### config.mk
export PLATFORM = sky130hd
export DESIGN_NAME = pwm_capture
export DESIGN_NICKNAME = d
export VERILOG_FILES = /design/src/rtl/pwm_capture_pkg.sv /design/src/rtl/pwm_duty_div.sv /design/src/rtl/pwm_capture.sv
export SDC_FILE = /design/constraint.sdc
export NUM_CORES = 1
export LEC_CHECK = 0
export ABC_AREA = 1
export BUFFER_PORTS_ARGS = -buffer_cell sky130_fd_sc_hd__buf_2
export CAP_MARGIN = 20
export CORE_UTILIZATION = 49
export CTS_CLUSTER_SIZE = 16
export DETAILED_ROUTE_END_ITERATION = 8
export HOLD_SLACK_MARGIN = 0.06
export MAX_ROUTING_LAYER = met4
export PLACE_DENSITY = 0.7
export SLEW_MARGIN = 20
export SYNTH_ARGS = -nofsm -noshare
export SYNTH_HDL_FRONTEND = slang
export SYNTH_SLANG_ARGS = --single-unit
### constraint.sdc
create_clock -name clk -period 6.61 [get_ports clk]
set_input_delay 0.9915 -clock clk [delete_from_list [all_inputs] [get_ports clk]]
set_output_delay 0.9915 -clock clk [all_outputs]
set_load 0.01 [all_outputs]
### src/rtl/pwm_capture_pkg.sv
// Shared definitions for the PWM period / high-time capture block and its duty divider.
package pwm_capture_pkg;

   localparam int unsigned DEF_CNT_W       = 16;
   localparam int unsigned DEF_DUTY_W      = 8;
   localparam int unsigned DEF_SYNC_STAGES = 2;

   typedef enum logic [1:0] {
      ST_IDLE  = 2'd0,
      ST_ARMED = 2'd1,
      ST_HIGH  = 2'd2,
      ST_LOW   = 2'd3
   } cap_state_e;

endpackage

### src/rtl/pwm_duty_div.sv
// Sequential restoring divider: quotient = floor(dividend * 2^DUTY_W / divisor), one bit per cycle.
// Assumes dividend < divisor; a start while busy aborts and restarts with the new operands.
module pwm_duty_div
   import pwm_capture_pkg::*;
#(
   parameter int unsigned DUTY_W = DEF_DUTY_W,
   parameter int unsigned CNT_W  = DEF_CNT_W
) (
   input  logic              clk,
   input  logic              rst,
   input  logic              start,
   input  logic [CNT_W-1:0]  dividend,
   input  logic [CNT_W-1:0]  divisor,
   output logic              busy,
   output logic              done,
   output logic [DUTY_W-1:0] quotient
);

   localparam int unsigned BIT_W = $clog2(DUTY_W + 1);

   logic [CNT_W-1:0]  rem_q,    rem_d;
   logic [CNT_W-1:0]  dvs_q,    dvs_d;
   logic [DUTY_W-2:0] quo_q,    quo_d;
   logic [DUTY_W-1:0] res_q,    res_d;
   logic [BIT_W-1:0]  bits_q,   bits_d;
   logic              busy_q,   busy_d;
   logic              done_q,   done_d;

   logic [CNT_W:0]    rem_sh;
   logic [CNT_W-1:0]  rem_sub;
   logic              take;
   logic [DUTY_W-1:0] quo_next;

   // One restoring step; the remainder always stays below the divisor so CNT_W bits suffice.
   always_comb begin
      rem_sh   = {rem_q, 1'b0};
      take     = (rem_sh >= {1'b0, dvs_q});
      rem_sub  = rem_sh[CNT_W-1:0] - dvs_q;
      quo_next = {quo_q, take};

      rem_d  = rem_q;
      dvs_d  = dvs_q;
      quo_d  = quo_q;
      res_d  = res_q;
      bits_d = bits_q;
      busy_d = busy_q;
      done_d = 1'b0;

      if (start) begin
         rem_d  = dividend;
         dvs_d  = divisor;
         quo_d  = '0;
         bits_d = BIT_W'(DUTY_W);
         busy_d = 1'b1;
      end else if (busy_q) begin
         rem_d  = take ? rem_sub : rem_sh[CNT_W-1:0];
         quo_d  = quo_next[DUTY_W-2:0];
         bits_d = bits_q - BIT_W'(1);
         if (bits_q == BIT_W'(1)) begin
            res_d  = quo_next;
            busy_d = 1'b0;
            done_d = 1'b1;
         end
      end
   end

   always_ff @(posedge clk or posedge rst) begin
      if (rst) begin
         rem_q  <= '0;
         dvs_q  <= '0;
         quo_q  <= '0;
         res_q  <= '0;
         bits_q <= '0;
         busy_q <= 1'b0;
         done_q <= 1'b0;
      end else begin
         rem_q  <= rem_d;
         dvs_q  <= dvs_d;
         quo_q  <= quo_d;
         res_q  <= res_d;
         bits_q <= bits_d;
         busy_q <= busy_d;
         done_q <= done_d;
      end
   end

   assign busy     = busy_q;
   assign done     = done_q;
   assign quotient = res_q;

endmodule

### src/rtl/pwm_capture.sv
// Measures period and high time of an asynchronous PWM input, one result per complete period.
// Optional duty-cycle divider is built only when PWM_CAPTURE_DUTY_EN is defined.
module pwm_capture
   import pwm_capture_pkg::*;
#(
   parameter int unsigned CNT_W       = DEF_CNT_W,
   parameter int unsigned SYNC_STAGES = DEF_SYNC_STAGES,
   parameter int unsigned DUTY_W      = DEF_DUTY_W
) (
   input  logic              clk,
   input  logic              rst,
   input  logic              pwm_in,
   output logic [CNT_W-1:0]  period,
   output logic [CNT_W-1:0]  high_time,
   output logic              valid,
   output logic              timeout,
   output logic [DUTY_W-1:0] duty,
   output logic              duty_valid
);

   if (SYNC_STAGES < 2) begin : g_bad_sync
      $error("pwm_capture: SYNC_STAGES must be at least 2");
   end

   localparam logic [CNT_W-1:0] CNT_ONE  = CNT_W'(1);
   localparam logic [CNT_W-1:0] CNT_MAX  = '1;
   localparam logic [CNT_W-1:0] WARM_CNT = CNT_W'(SYNC_STAGES);

   logic [SYNC_STAGES-1:0] sync_q, sync_d;
   logic                   prev_q, prev_d;
   cap_state_e             state_q, state_d;
   logic [CNT_W-1:0]       cnt_q, cnt_d;
   logic [CNT_W-1:0]       hi_lat_q, hi_lat_d;
   logic [CNT_W-1:0]       period_q, period_d;
   logic [CNT_W-1:0]       high_time_q, high_time_d;
   logic                   valid_q, valid_d;
   logic                   timeout_q, timeout_d;

   logic             s, rise, fall;
   logic [CNT_W-1:0] cnt_inc;

   assign s    = sync_q[SYNC_STAGES-1];
   assign rise = s & ~prev_q;
   assign fall = ~s & prev_q;

   // Next-state and measurement update.
   always_comb begin
      sync_d      = {sync_q[SYNC_STAGES-2:0], pwm_in};
      prev_d      = s;
      state_d     = state_q;
      cnt_d       = cnt_q;
      hi_lat_d    = hi_lat_q;
      period_d    = period_q;
      high_time_d = high_time_q;
      valid_d     = 1'b0;
      timeout_d   = timeout_q;
      cnt_inc     = (cnt_q == CNT_MAX) ? cnt_q : cnt_q + CNT_ONE;

      unique case (state_q)
         // The sync chain resets to 0 regardless of the pin, so trust s only once it has filled.
         ST_IDLE: begin
            if (cnt_q < WARM_CNT) begin
               cnt_d = cnt_q + CNT_ONE;
            end else if (!s) begin
               state_d = ST_ARMED;
               cnt_d   = '0;
            end
         end
         ST_ARMED: begin
            if (rise) begin
               state_d = ST_HIGH;
               cnt_d   = CNT_ONE;
            end
         end
         ST_HIGH: begin
            cnt_d = cnt_inc;
            if (fall) begin
               hi_lat_d = cnt_q;
               state_d  = ST_LOW;
            end else if (cnt_q == CNT_MAX) begin
               timeout_d = 1'b1;
               state_d   = ST_IDLE;
               cnt_d     = '0;
            end
         end
         ST_LOW: begin
            cnt_d = cnt_inc;
            if (rise) begin
               period_d    = cnt_q;
               high_time_d = hi_lat_q;
               valid_d     = 1'b1;
               timeout_d   = 1'b0;
               cnt_d       = CNT_ONE;
               state_d     = ST_HIGH;
            end else if (cnt_q == CNT_MAX) begin
               timeout_d = 1'b1;
               state_d   = ST_IDLE;
               cnt_d     = '0;
            end
         end
         default: state_d = ST_IDLE;
      endcase
   end

   always_ff @(posedge clk or posedge rst) begin
      if (rst) begin
         sync_q      <= '0;
         prev_q      <= 1'b0;
         state_q     <= ST_IDLE;
         cnt_q       <= '0;
         hi_lat_q    <= '0;
         period_q    <= '0;
         high_time_q <= '0;
         valid_q     <= 1'b0;
         timeout_q   <= 1'b0;
      end else begin
         sync_q      <= sync_d;
         prev_q      <= prev_d;
         state_q     <= state_d;
         cnt_q       <= cnt_d;
         hi_lat_q    <= hi_lat_d;
         period_q    <= period_d;
         high_time_q <= high_time_d;
         valid_q     <= valid_d;
         timeout_q   <= timeout_d;
      end
   end

   assign period    = period_q;
   assign high_time = high_time_q;
   assign valid     = valid_q;
   assign timeout   = timeout_q;

`ifdef PWM_CAPTURE_DUTY_EN
   logic              div_busy, div_done;
   logic [DUTY_W-1:0] div_quo;

   pwm_duty_div #(
      .DUTY_W (DUTY_W),
      .CNT_W  (CNT_W)
   ) u_div (
      .clk      (clk),
      .rst      (rst),
      .start    (valid_q),
      .dividend (high_time_q),
      .divisor  (period_q),
      .busy     (div_busy),
      .done     (div_done),
      .quotient (div_quo)
   );

   // Result register inside the divider holds the last duty across restarts.
   assign duty       = div_quo;
   assign duty_valid = div_done & ~div_busy;
`else
   assign duty       = '0;
   assign duty_valid = 1'b0;
`endif

endmodule
# After elaboration in Yosys (flattened, before gate mapping)
# Cells that the tools add are included.
# W data, S select, Z words.
# totals
reg_bits	71
in_bits	3
out_inout_bits	43
wordCells	52
# op_classes
addsub	1
order_cmp	1
eq_ne	9
n_mux	21
bitwise_logic	4
reduce_logical	7
# ops
op	count
$mux W16	7
$pmux W16 S4	1
$add A16 B1 Y16 const B	1
$eq A16 B16 Y1 const B	1
$lt A16 B2 Y1 const B	1
$mux W2	6
$ne A2 B2 Y1 const B	4
$pmux W2 S4	1
$reduce_and A2 Y1	4
$mux W1	5
$eq A2 B2 Y1 const B	2
$ne A3 B3 Y1 const B	1
$reduce_and A3 Y1	1
$and A1 B1 Y1	2
$eq A2 B1 Y1 const B	1
$logic_not A2 Y1	1
$not A1 Y1	2
$pmux W1 S2	1
$reduce_bool A2 Y1	1

# Logic depth before layout (Yosys ltp)
# logic_depth
word_depth	5
ltp_mapped	13
ltp_nobuf	12

# Worst setup path after synthesis
# OpenSTA, ideal clock, no wires.
# synth_path
path_kind	register -> register
from	reg cnt_q[1]
to	reg cnt_q[0]
setup_time_ps	117
arrival_time_ps	1817
required_time_ps	6493
slack_ps	4676
path_stages_with_launch	14
n_path_buf	1
period_less_slack_ps	1934
cell_sequence	dfrtp_1 -> ha_1 -> nand2_1 -> nor2_4 -> nand4_4 -> buf_2 -> ha_1 -> nand3_1 -> nand2_1 -> a21oi_1 -> a21oi_1 -> o21ai_0 -> nand2_1 -> nand2_1
# synth_between
elab_chain_len	5
elab_cells_between_ends	10
cone_classes	order compare (1); eq/ne (2); mux (6); reduce/logical (1)
# synth_rtl
element	line	rtl
from (decl)	pwm_capture.sv:32	logic [CNT_W-1:0] cnt_q, cnt_d;
from (signal assigned)	pwm_capture.sv:120	cnt_q <= cnt_d;
parallel branches: the longest is 5 deep, another holds $lt A16 B2 Y1	--	
# Parallel ways; which one is timed is not known.
# A chain may end at the register's enable or synchronous reset.

# Worst setup path after layout
# Same ends and word-level chain as after synthesis.

==> impl_metrics.toml <==
[status]
outcome = "finished, final reports clean"

[route]
routed_via_density = 5.04
drt_first_pass_iters = 5
ant_nets = 0
drc = 0
drt_iter0_markers = 178
wl_um = 7360
avgRoutedWirePerCell_um = 13.5
num_vias = 2746

[floorplan]
core-area_um2 = 6760
fp.dieW_um = 85.5
initial_core_util = 0.506
rows = 30
die_height_um = 85.5
die-area_um2 = 7310
io_pins = 46

[worst_hold_path]
worstHoldPathType = "reg -> reg"
hold_depth = 0
min-delay-start = "sync_q[0]"
holdPathEnd = "sync_q[1]"

[sta]
tns_ps = 0
period_needed_ps = 2280
slew-limit-headroom = 0.416
rsz0062_at_grt = "no"
fmax_mhz = 439
slew_violations = 0
setup_violations = 0
period_share = 0.344
hold_viol_final = 0
finClkSkew_ps = 11.7
tightestPinTransition_ps = 876

[synth]
synth-edff-count = 0
yosysWarnings = 0
synth-seq-area-share = 0.520
ys_types = 29
yosys.area.top_type = "dfrtp_1"
synthCells = 425
ys_async_sr_fraction = 1.00
synth_area_per_cell_um2 = 8.04
synth_top_area_share = 0.520
synth_most_common_cell = "nand2_1"
synthTopCellsByArea = "dfrtp_1 (52%), nand2_1 (19%), o21ai_0 (5.1%)"
ys_seq_elements = 71
synthFlopType = "dfrtp_1"
syn_area_um2 = 3420
netlist_top_cells_count = "nand2_1 (172), dfrtp_1 (71), o21ai_0 (35)"

[setup_path]
rr_endpoint = "cnt_q[0]"
reg2reg_slack_ps = 4330
crit_path_end_kind = "flop"
cp_num_buf_inv = 0
crit_top_cell = "nand2_1"
required_ps = 6860
cp_max_fo = 21
crit_slowest_cell = "dfrtp_1"
r2r_cells = 12
rr_startpoint = "cnt_q[1]"
path_cells = "ha_1 > nand2_1 > nor2_4 > nand4_4 > ha_1 > nand3_1 > nand2_1 > a21oi_1 > a21oi_1 > o21ai_0 > nand2_1 > nand2_1"
cp.arrival_ps = 2520
start_kind = "flop"
path_class = "reg -> reg"
max_stage_delay_ps = 430
critPathTopFamily = "simple AND/OR/NAND/NOR gates"

[clocking]
ctsHoldBuffers = 0
cts.sinks = 71
cts_resized = 0
cts_buffers = 9
cts.clk_slew.worst_paths_ps = 80
cts_htree_levels = 3
cts_tree = "done"
cts_root_buffer = "clkbuf_8"
postCtsSetupBuffers = 0
clk_path_buf_depth = 2
insertion_delay_ps = 350

[global_route]
antenna_found_initial = 0
grtUsageTotal = 0.224
grt_pass1_wl_um = 12400
grt_overflow = 0
grt_max_degree = 72
grt_pass1_vias = 2584

[placed_design]
place_hpwl_um = 5090
routabilityCongestion = 0.926
dpl-instance-area_um2 = 3600
portBuffers = 36

[finish]
nFillCells = 629
area_delta_synth_final_pct = 12.0
design_area_um2 = 3820
antenna_cells = 0
layout-drive-gt1-share = 0.144
finalNetCount = 465
finalCoreUtilization = 0.566

[power]
vdd_ir_drop_max_v = 0.000133
totalPowerFinal_mw = 1.23
powerDensity_nw_per_um2 = 320
leakage_nw = 2.02

[flow_run]
maxCapViolCount = 0
-- where the power goes --
group,internal [mW],leakage (nW),switching [mW]
Sequential,0.481,0.970,0.0346
Clock,0.215,0.104,0.177
Combinational,0.0967,0.950,0.221
-- sequential cells by signal, summed over array words and instances, names as in the netlist --
name	count
cnt_q	16
hi_lat_q	16
high_time	16
period	16
prev_q	1
state_q	2
sync_q	2
timeout	1
valid	1
-- final cells by class --
class                      count  area, um^2  area share
sequential                    71        1780       0.465
tap                           80         100      0.0262
clock inverter                 6        92.6      0.0242
timing repair buffer          38         195      0.0510
multi-input combinational    307        1410       0.368
clock buffer                  10         128      0.0334
inverter                      33         124      0.0324
-- layer usage --
layer / vias to the layer above / track usage / routed length, um / part of all wire
met5: - / - / 0 / 0
met1: 1285 / 0.291 / 3550 / 0.48
met3: 7 / 0.0577 / 302 / 0.041
li1: 1393 / - / - / -
met2: 61 / 0.351 / 3440 / 0.47
met4: 0 / 0.0621 / 63 / 0.0086
-- kinds of logic (layout without fill, tap and decap cells) --
family	Yosys count	count (layout)	synth area share
and+or+nand+nor	243	243	0.303
DFF	71	71	0.520
buffers and inverters	55	87	0.0762
AOI/OAI and AO/OA	45	45	0.0722
xor gates and xnor gates	8	8	0.0205
adders and majority gates	2	2	0.00732
other	1	9	0.00110
-- worst max-delay path by stage --
stage,start,cells after the start,to,slack (ps)
after floorplan,rst,1,cnt_q[0],3820
after detailed placement,cnt_q[1],12,cnt_q[0],4340
after CTS,cnt_q[1],12,cnt_q[0],4320
final,cnt_q[1],12,cnt_q[0],4330
after global placement,cnt_q[1],12,cnt_q[0],4430
after global routing,cnt_q[1],12,cnt_q[0],4130
-- worst register-to-register path: stages, from the launching register on --
cell and delay (ps):
dfrtp_1 430, ha_1 210, nand2_1 100, nor2_4 210
nand4_4 340, ha_1 420, nand3_1 70, nand2_1 60
a21oi_1 40, a21oi_1 110, o21ai_0 90, nand2_1 60
nand2_1 50
-- cells in the final DEF, fill, tap and decap left out, drive strengths merged --
master	instances
nand4	6
ha	2
inv	35
conb	9
nor3	2
clkbuf	10
bufinv	2
buf	38
nand3	31
and2	2
nand2	174
o21bai	1
xor2	8
o21a	1
dfrtp	71
a21oi	3
clkinvlp	2
nor2	28
o21ai	38
o211ai	2
-- stage by stage --
| step | hold slack [ps] | worst slack, ps | cells |
|---|---|---|---|
| after global routing | 367 | 4130 | 545 |
| after floorplan | 331 | 3820 | 433 |
| after global placement | 339 | 4430 | 529 |
| after CTS | 364 | 4320 | 545 |
| after detailed placement | 346 | 4340 | 529 |
| final | 362 | 4330 | 545 |
Note: power is estimated with default switching activity, not from simulation.
